### src/rtl/bsg_manycore_pkg.sv
// Shared types for the manycore EVA->NPA translation pipe: region classes,
// runtime DRAM-mode config and the global / tile-group EVA field layouts.
package bsg_manycore_pkg;

  localparam int unsigned eva_width_gp             = 32;
  localparam int unsigned max_x_cord_width_gp      = 7;
  localparam int unsigned max_y_cord_width_gp      = 7;
  localparam int unsigned global_addr_width_gp     = eva_width_gp - 2 - max_x_cord_width_gp - max_y_cord_width_gp - 2;
  localparam int unsigned tile_group_addr_width_gp = eva_width_gp - 3 - max_x_cord_width_gp - max_y_cord_width_gp - 2;

  typedef enum logic [1:0] {
    e_eva_dram       = 2'd0,
    e_eva_global     = 2'd1,
    e_eva_tile_group = 2'd2,
    e_eva_invalid    = 2'd3
  } eva_region_e;

  typedef struct packed {
    logic xor_hash_enable;
    logic dram_enable;
  } eva_npa_cfg_s;

  localparam eva_npa_cfg_s cfg_reset_gp = '{xor_hash_enable: 1'b0, dram_enable: 1'b1};

  typedef struct packed {
    logic [1:0]                          remote;
    logic [max_y_cord_width_gp-1:0]      y_cord;
    logic [max_x_cord_width_gp-1:0]      x_cord;
    logic [global_addr_width_gp-1:0]     addr;
    logic [1:0]                          low_bits;
  } bsg_manycore_global_addr_s;

  typedef struct packed {
    logic [2:0]                          remote;
    logic [max_y_cord_width_gp-1:0]      y_cord;
    logic [max_x_cord_width_gp-1:0]      x_cord;
    logic [tile_group_addr_width_gp-1:0] addr;
    logic [1:0]                          low_bits;
  } bsg_manycore_tile_group_addr_s;

  // Region decode from the three EVA MSBs.
  function automatic eva_region_e eva_region(input logic [2:0] top_bits);
    if (top_bits[2])      return e_eva_dram;
    else if (top_bits[1]) return e_eva_global;
    else if (top_bits[0]) return e_eva_tile_group;
    else                  return e_eva_invalid;
  endfunction

endpackage

### src/rtl/bsg_manycore_eva_dram_hash.sv
// Stripes a DRAM block number across banks, optionally folding the row index
// back into the bank select with an XOR to spread power-of-two strides.
module bsg_manycore_eva_dram_hash #(
  parameter int unsigned b_width_p  = 26,
  parameter int unsigned lg_banks_p = 5
) (
  input  logic [b_width_p-1:0]            b,
  input  logic                            xor_en,
  output logic [lg_banks_p-1:0]           bank,
  output logic [b_width_p-lg_banks_p-1:0] idx
);

  assign idx  = b[b_width_p-1:lg_banks_p];
  assign bank = b[lg_banks_p-1:0] ^ ({lg_banks_p{xor_en}} & idx[lg_banks_p-1:0]);

endmodule

### src/rtl/bsg_manycore_eva_to_npa_pipe.sv
// Two-stage valid/ready EVA->NPA translator with runtime DRAM mode.
// Optional per-region served counters: define BSG_MANYCORE_EVA_NPA_STATS_EN.
module bsg_manycore_eva_to_npa_pipe
  import bsg_manycore_pkg::*;
#(
  parameter int unsigned data_width_p                 = 32,
  parameter int unsigned addr_width_p                 = 28,
  parameter int unsigned x_cord_width_p               = 7,
  parameter int unsigned y_cord_width_p               = 7,
  parameter int unsigned num_tiles_x_p                = 16,
  parameter int unsigned num_tiles_y_p                = 8,
  parameter int unsigned num_dram_rows_p              = 2,
  parameter int unsigned vcache_block_size_in_words_p = 8,
  parameter int unsigned vcache_size_p                = 4096,
  parameter int unsigned host_x_cord_p                = 0,
  parameter int unsigned host_y_cord_p                = 1
) (
  input  logic                      clk_i,
  input  logic                      reset_n_i,
  input  logic                      cfg_v_i,
  input  logic [1:0]                cfg_data_i,
  output logic                      cfg_ready_o,
  input  logic                      v_i,
  input  logic [data_width_p-1:0]   eva_i,
  input  logic [x_cord_width_p-1:0] tgo_x_i,
  input  logic [y_cord_width_p-1:0] tgo_y_i,
  output logic                      ready_o,
  output logic                      v_o,
  output logic [x_cord_width_p-1:0] x_cord_o,
  output logic [y_cord_width_p-1:0] y_cord_o,
  output logic [addr_width_p-1:0]   epa_o,
  output logic                      is_invalid_addr_o,
  input  logic                      yumi_i,
  output logic [127:0]              stats_o
);

  localparam int unsigned off_lp     = $clog2(vcache_block_size_in_words_p);
  localparam int unsigned lgx_lp     = $clog2(num_tiles_x_p);
  localparam int unsigned lgb_lp     = $clog2(num_tiles_x_p * num_dram_rows_p);
  localparam int unsigned lgv_lp     = $clog2(vcache_size_p);
  localparam int unsigned b_width_lp = 29 - off_lp;
  localparam int unsigned idx_width_lp = b_width_lp - lgb_lp;
  localparam logic [y_cord_width_p-1:0] bottom_y_lp = y_cord_width_p'(num_tiles_y_p + 1);

  eva_npa_cfg_s              cfg_r, s1_cfg;
  logic                      s1_v, s2_v, s2_ready, s2_load, accept;
  logic [data_width_p-1:0]   s1_eva;
  logic [x_cord_width_p-1:0] s1_tgo_x, nx_x;
  logic [y_cord_width_p-1:0] s1_tgo_y, nx_y;
  logic [addr_width_p-1:0]   nx_epa;
  logic                      nx_invalid;
  eva_region_e               nx_region, s2_region;
  logic [lgb_lp-1:0]         hash_bank;
  logic [idx_width_lp-1:0]   hash_idx;
  bsg_manycore_global_addr_s     g;
  bsg_manycore_tile_group_addr_s tg;
  logic                      unused_bits;

  assign s2_ready    = ~s2_v | yumi_i;
  assign s2_load     = s1_v & s2_ready;
  assign ready_o     = ~cfg_v_i & (~s1_v | s2_ready);
  assign accept      = v_i & ready_o;
  assign cfg_ready_o = ~s1_v & ~s2_v;
  assign v_o         = s2_v;

  assign g  = s1_eva;
  assign tg = s1_eva;
  assign unused_bits = ^{s1_eva[1:0], g.remote, g.low_bits, tg.remote, tg.low_bits};

  bsg_manycore_eva_dram_hash #(
    .b_width_p  (b_width_lp),
    .lg_banks_p (lgb_lp)
  ) dram_hash (
    .b      (s1_eva[30:2+off_lp]),
    .xor_en (s1_cfg.xor_hash_enable),
    .bank   (hash_bank),
    .idx    (hash_idx)
  );

  // S1 payload needs no reset; it is qualified by s1_v.
  always_ff @(posedge clk_i) begin
    if (accept) begin
      s1_eva   <= eva_i;
      s1_tgo_x <= tgo_x_i;
      s1_tgo_y <= tgo_y_i;
      s1_cfg   <= cfg_r;
    end
  end

  // Translation of the S1 request into the next output word.
  always_comb begin
    nx_x       = '0;
    nx_y       = '0;
    nx_epa     = '0;
    nx_invalid = 1'b0;
    nx_region  = eva_region(s1_eva[31:29]);
    unique case (nx_region)
      e_eva_dram: begin
        if (s1_cfg.dram_enable) begin
          nx_x   = x_cord_width_p'(hash_bank[lgx_lp-1:0]);
          nx_y   = ((num_dram_rows_p == 1) || hash_bank[lgb_lp-1]) ? bottom_y_lp : '0;
          nx_epa = addr_width_p'({hash_idx, s1_eva[2 +: off_lp]});
          nx_epa[addr_width_p-1] = 1'b0;
        end else if (s1_eva[30]) begin
          nx_x   = x_cord_width_p'(host_x_cord_p);
          nx_y   = y_cord_width_p'(host_y_cord_p);
          nx_epa = {1'b1, s1_eva[2 +: addr_width_p-1]};
        end else begin
          nx_x   = x_cord_width_p'(s1_eva[2+lgv_lp +: lgx_lp]);
          nx_y   = ((num_dram_rows_p == 1) || s1_eva[2+lgv_lp+lgx_lp]) ? bottom_y_lp : '0;
          nx_epa = addr_width_p'(s1_eva[2 +: lgv_lp]);
        end
      end
      e_eva_global: begin
        nx_x   = x_cord_width_p'(g.x_cord);
        nx_y   = y_cord_width_p'(g.y_cord);
        nx_epa = addr_width_p'(g.addr);
      end
      e_eva_tile_group: begin
        nx_x   = x_cord_width_p'(x_cord_width_p'(tg.x_cord) + s1_tgo_x);
        nx_y   = y_cord_width_p'(y_cord_width_p'(tg.y_cord) + s1_tgo_y);
        nx_epa = addr_width_p'(tg.addr);
      end
      e_eva_invalid: nx_invalid = 1'b1;
    endcase
  end

  // Valids, config and the output register; outputs hold while stalled.
  always_ff @(posedge clk_i) begin
    if (!reset_n_i) begin
      s1_v              <= 1'b0;
      s2_v              <= 1'b0;
      cfg_r             <= cfg_reset_gp;
      x_cord_o          <= '0;
      y_cord_o          <= '0;
      epa_o             <= '0;
      is_invalid_addr_o <= 1'b0;
      s2_region         <= e_eva_invalid;
    end else begin
      if (cfg_v_i && cfg_ready_o) cfg_r <= eva_npa_cfg_s'(cfg_data_i);
      if (accept)       s1_v <= 1'b1;
      else if (s2_load) s1_v <= 1'b0;
      if (s2_load) begin
        s2_v              <= 1'b1;
        x_cord_o          <= nx_x;
        y_cord_o          <= nx_y;
        epa_o             <= nx_epa;
        is_invalid_addr_o <= nx_invalid;
        s2_region         <= nx_region;
      end else if (yumi_i) begin
        s2_v <= 1'b0;
      end
    end
  end

`ifdef BSG_MANYCORE_EVA_NPA_STATS_EN
  logic [3:0][31:0] stat_r;

  // Saturating served-request counters indexed by output region.
  always_ff @(posedge clk_i) begin
    if (!reset_n_i) begin
      stat_r <= '0;
    end else if (s2_v && yumi_i && (stat_r[s2_region] != '1)) begin
      stat_r[s2_region] <= stat_r[s2_region] + 32'd1;
    end
  end

  assign stats_o = stat_r;
`else
  logic unused_region;
  assign unused_region = ^s2_region;
  assign stats_o       = '0;
`endif

endmodule

### config.mk
export PLATFORM = sky130hd
export DESIGN_NAME = bsg_manycore_eva_to_npa_pipe
export DESIGN_NICKNAME = d
export VERILOG_FILES = /design/src/rtl/bsg_manycore_pkg.sv /design/src/rtl/bsg_manycore_eva_dram_hash.sv /design/src/rtl/bsg_manycore_eva_to_npa_pipe.sv
export SDC_FILE = /design/constraint.sdc
export NUM_CORES = 1
export LEC_CHECK = 0
export CAP_MARGIN = 25
export CORE_MARGIN = 1.5
export CORE_UTILIZATION = 43
export DETAILED_ROUTE_END_ITERATION = 10
export PLACE_DENSITY = 0.81
export SKIP_LAST_GASP = 1
export SLEW_MARGIN = 40
export SYNTH_ARGS = -nofsm -noshare
export SYNTH_HDL_FRONTEND = slang
export SYNTH_HIERARCHICAL = 1
export SYNTH_SLANG_ARGS = --single-unit
export TNS_END_PERCENT = 5
### constraint.sdc
create_clock -name clk_i -period 2.3 [get_ports clk_i]
set_input_delay 0.46 -clock clk_i [delete_from_list [all_inputs] [get_ports clk_i]]
set_output_delay 0.46 -clock clk_i [all_outputs]
set_load 0.03 [all_outputs]
==> impl_metrics.csv <==
group,metric,value,unit
global_routing,antenna_found_initial,0,
sta,min_period,2.13,ns
synthesis,yosysWarnings,6,
synthesis,syn_area,5330,sq um
drt,viasPerCell,4.69,
clock_network,cts_buffers,9,
synthesis,synth-seq-area-share,0.436,
floorplanning,boundaryPins,227,
sta,finClkSkew,0.00894,ns
drt,initialDrtViolationCount,229,
clock_network,hold_buffers,0,
floorplanning,die_y,114,um
drt,ant_nets,0,
global_routing,grt_overflow_total,0,
finish,drive_above_1_share,0.0844,
finish,antenna_cells,0,
worst_setup_path,crit_type,"reg2reg",
synthesis,synth_common_cells,"buf_4 (154), nand2_1 (54), dfxtp_1 (47), edfxtp_1 (46), nor2_1 (29)",
drt,num_vias,3674,
synthesis,synth_area_leaders,"edfxtp_1 (26%), buf_4 (22%), dfxtp_1 (18%)",
drt,drtPass1Iterations,5,
synthesis,synth_cells,535,
clock_network,clock-sinks,93,
clock_network,cts.clk_slew.worst_paths,0.07,ns
worst_setup_path,cp-start-kind,"register",
floorplanning,start_util,0.442,
synthesis,synth_area_per_cell,9.96,sq um
global_routing,first_global_vias,3362,
floorplanning,fp.dieW,114,um
sta,hold_viol,0,
place,gp_congestion,0.875,
floorplanning,dieArea,13100,sq um
drt,wirelength,11300,um
worst_setup_path,path_buf_inv,1,
power,ir_worst_vdd,0.334,mV
global_routing,grt_max_degree,48,
worst_hold_path,hold_path_class,"reg2reg",
sta,fin_ws,0.166,ns
sta,period_share,0.928,
worst_setup_path,critPathMaxStageDelay,0.47,ns
synthesis,synth.most_common_cell,"buf_4",
place,io_buffers,96,
worst_setup_path,critPathTopFamily,"compound AO/OA/AOI/OAI gates",
synthesis,post_synth_num_cell_types,55,
job,maxCapViolCount,0,
clock_network,clk_latency,0.34,ns
worst_setup_path,endpoint_kind,"register",
global_routing,grt_usage,0.172,
clock_network,cts-htree-levels,3,
sta,rsz0062_at_grt,"false",
sta,tns,0,ns
synthesis,synth_edf_count,46,
power,p_leak,2.40,nW
sta,setup_viol,0,
power,p_per_area,641,nW/um^2
clock_network,post_cts_buffers,0,
worst_setup_path,cp_slowest_cell,"edfxtp_1",
synthesis,ys_ff_latch,93,
worst_setup_path,crit_required,2.58,ns
clock_network,root_buffer,"clkbuf_16",
place,pre_cts_ws,0.207,ns
drt,avgRoutedWirePerCell,14.4,um
floorplanning,rows,40,
global_routing,grt_pass1_wl,17400,um
worst_setup_path,cp_cell_sequence,"ha_1 > inv_1 > fa_1 > nor2b_1 > o21ai_2 > a211o_1 > a31o_1 > a21oi_2",
synthesis,yosys.area.top_type,"edfxtp_1",
finish,postLayoutCoreUtil,0.509,
sta,timing.fmax,469,MHz
worst_setup_path,crit_path_max_fanout,4,
drt,drc_errors,0,
place,hpwlAfterDp,8560,um
synthesis,async_flop_share,0,
floorplanning,core,12100,sq um
sta,maxSlewViolCount,0,
clock_network,post_cts_resized,0,
status,status,"completed",
synthesis,synth_flop_cell,"dfxtp_1",
finish,nNetsFinal,678,
clock_network,cts_tree,"done",
sta,worstMarginPinSlew,0.743,ns
finish,syn_to_final_growth,15.2,%
sta,slew_headroom,0.505,
clock_network,clockBufferDepth,2,
worst_setup_path,critical_path_arrival,2.41,ns
synthesis,netlist.area_leader.share,0.259,
placed cells by master, fill, tap and decap left out, types with 3 or more instances in the layout:
master,count
edfxtp_1,46
dfxtp_1,47
nor2_1,29
clkdlybuf4s50_1,95
a31oi_1,11
o211ai_1,5
nor2b_1,3
o21ai_0,10
nand2_1,54
a222oi_1,4
a22oi_1,20
nor3_1,4
mux2_2,8
a21o_1,5
a21oi_1,21
conb_1,128
and2_1,4
buf_4,11
inv_1,6
ha_1,12
nand3_1,11
clkbuf_16,9
a22o_1,11
xnor2_1,10
xor2_1,3
layer usage:
layer	wire (um)	track usage
met2	5530	0.275
met3	739	0.0328
met1	4720	0.229
met4	299	0.0750
met5	0	0
through the flow:
stage / instance area, sq um / hold slack, ns / std cells / power (W)
floorplan: 5810 / 0.408 / 662 / 0.00258
global placement: 5860 / 0.426 / 768 / 0.00258
detailed placement: 5860 / 0.435 / 768 / 0.00259
CTS: 6140 / 0.462 / 784 / 0.00396
global route: 6140 / 0.488 / 784 / 0.00409
finish: 6140 / 0.457 / 784 / 0.00394
logic make-up after synthesis:
logic type                 count (synthesis)  share of synthesized area
AOI/OAI and AO/OA                        105                      0.139
xor gates and xnor gates                  13                     0.0214
adders and majority gates                 14                     0.0357
buffers and inverters                    177                      0.236
DFF                                       93                      0.436
muxes                                     11                     0.0228
other                                      1                   0.000704
and+or+nand+nor                          121                      0.109
sequential cells by signal, summed over array words and instances (netlist names):
name               count
y_cord_o               7
s1_cfg                 2
is_invalid_addr_o      1
x_cord_o               7
s1_tgo_y               7
cfg_r                  2
g                     30
s1_tgo_x               7
v_o                    1
s1_v                   1
epa_o                 28
worst paths after layout:
kind | slack, ns | cells after the start | startpoint | end
max | 0.17 | 8 | g[15] | x_cord_o[4]
min | 0.46 | 2 | epa_o[12] | epa_o[12]
max reg2reg | 0.17 | 8 | g[15] | x_cord_o[4]
min reg2reg | 0.46 | 2 | epa_o[12] | epa_o[12]
worst min-delay path, cell delays in order (launching register included):
cell and delay, ns:
dfxtp_1 0.31, nand2_1 0.05, a21oi_1 0.05
final cells by class:
class	instances	area [sq um]
flip-flops and latches	93	2320
inverters	7	26.3
well taps	168	210
fillers	1048	5930
repair buffers	108	1070
multi-input cells	392	2230
clock inverters	6	37.5
clock buffers	10	239
power by group:
| part | switching (W) | internal (W) |
|---|---|---|
| sequential | 0.0000584 | 0.00180 |
| combinational | 0.000486 | 0.000220 |
| clock | 0.000613 | 0.000758 |
| total | 0.00116 | 0.00278 |
No activity file was read; power rests on OpenSTA's default activity.
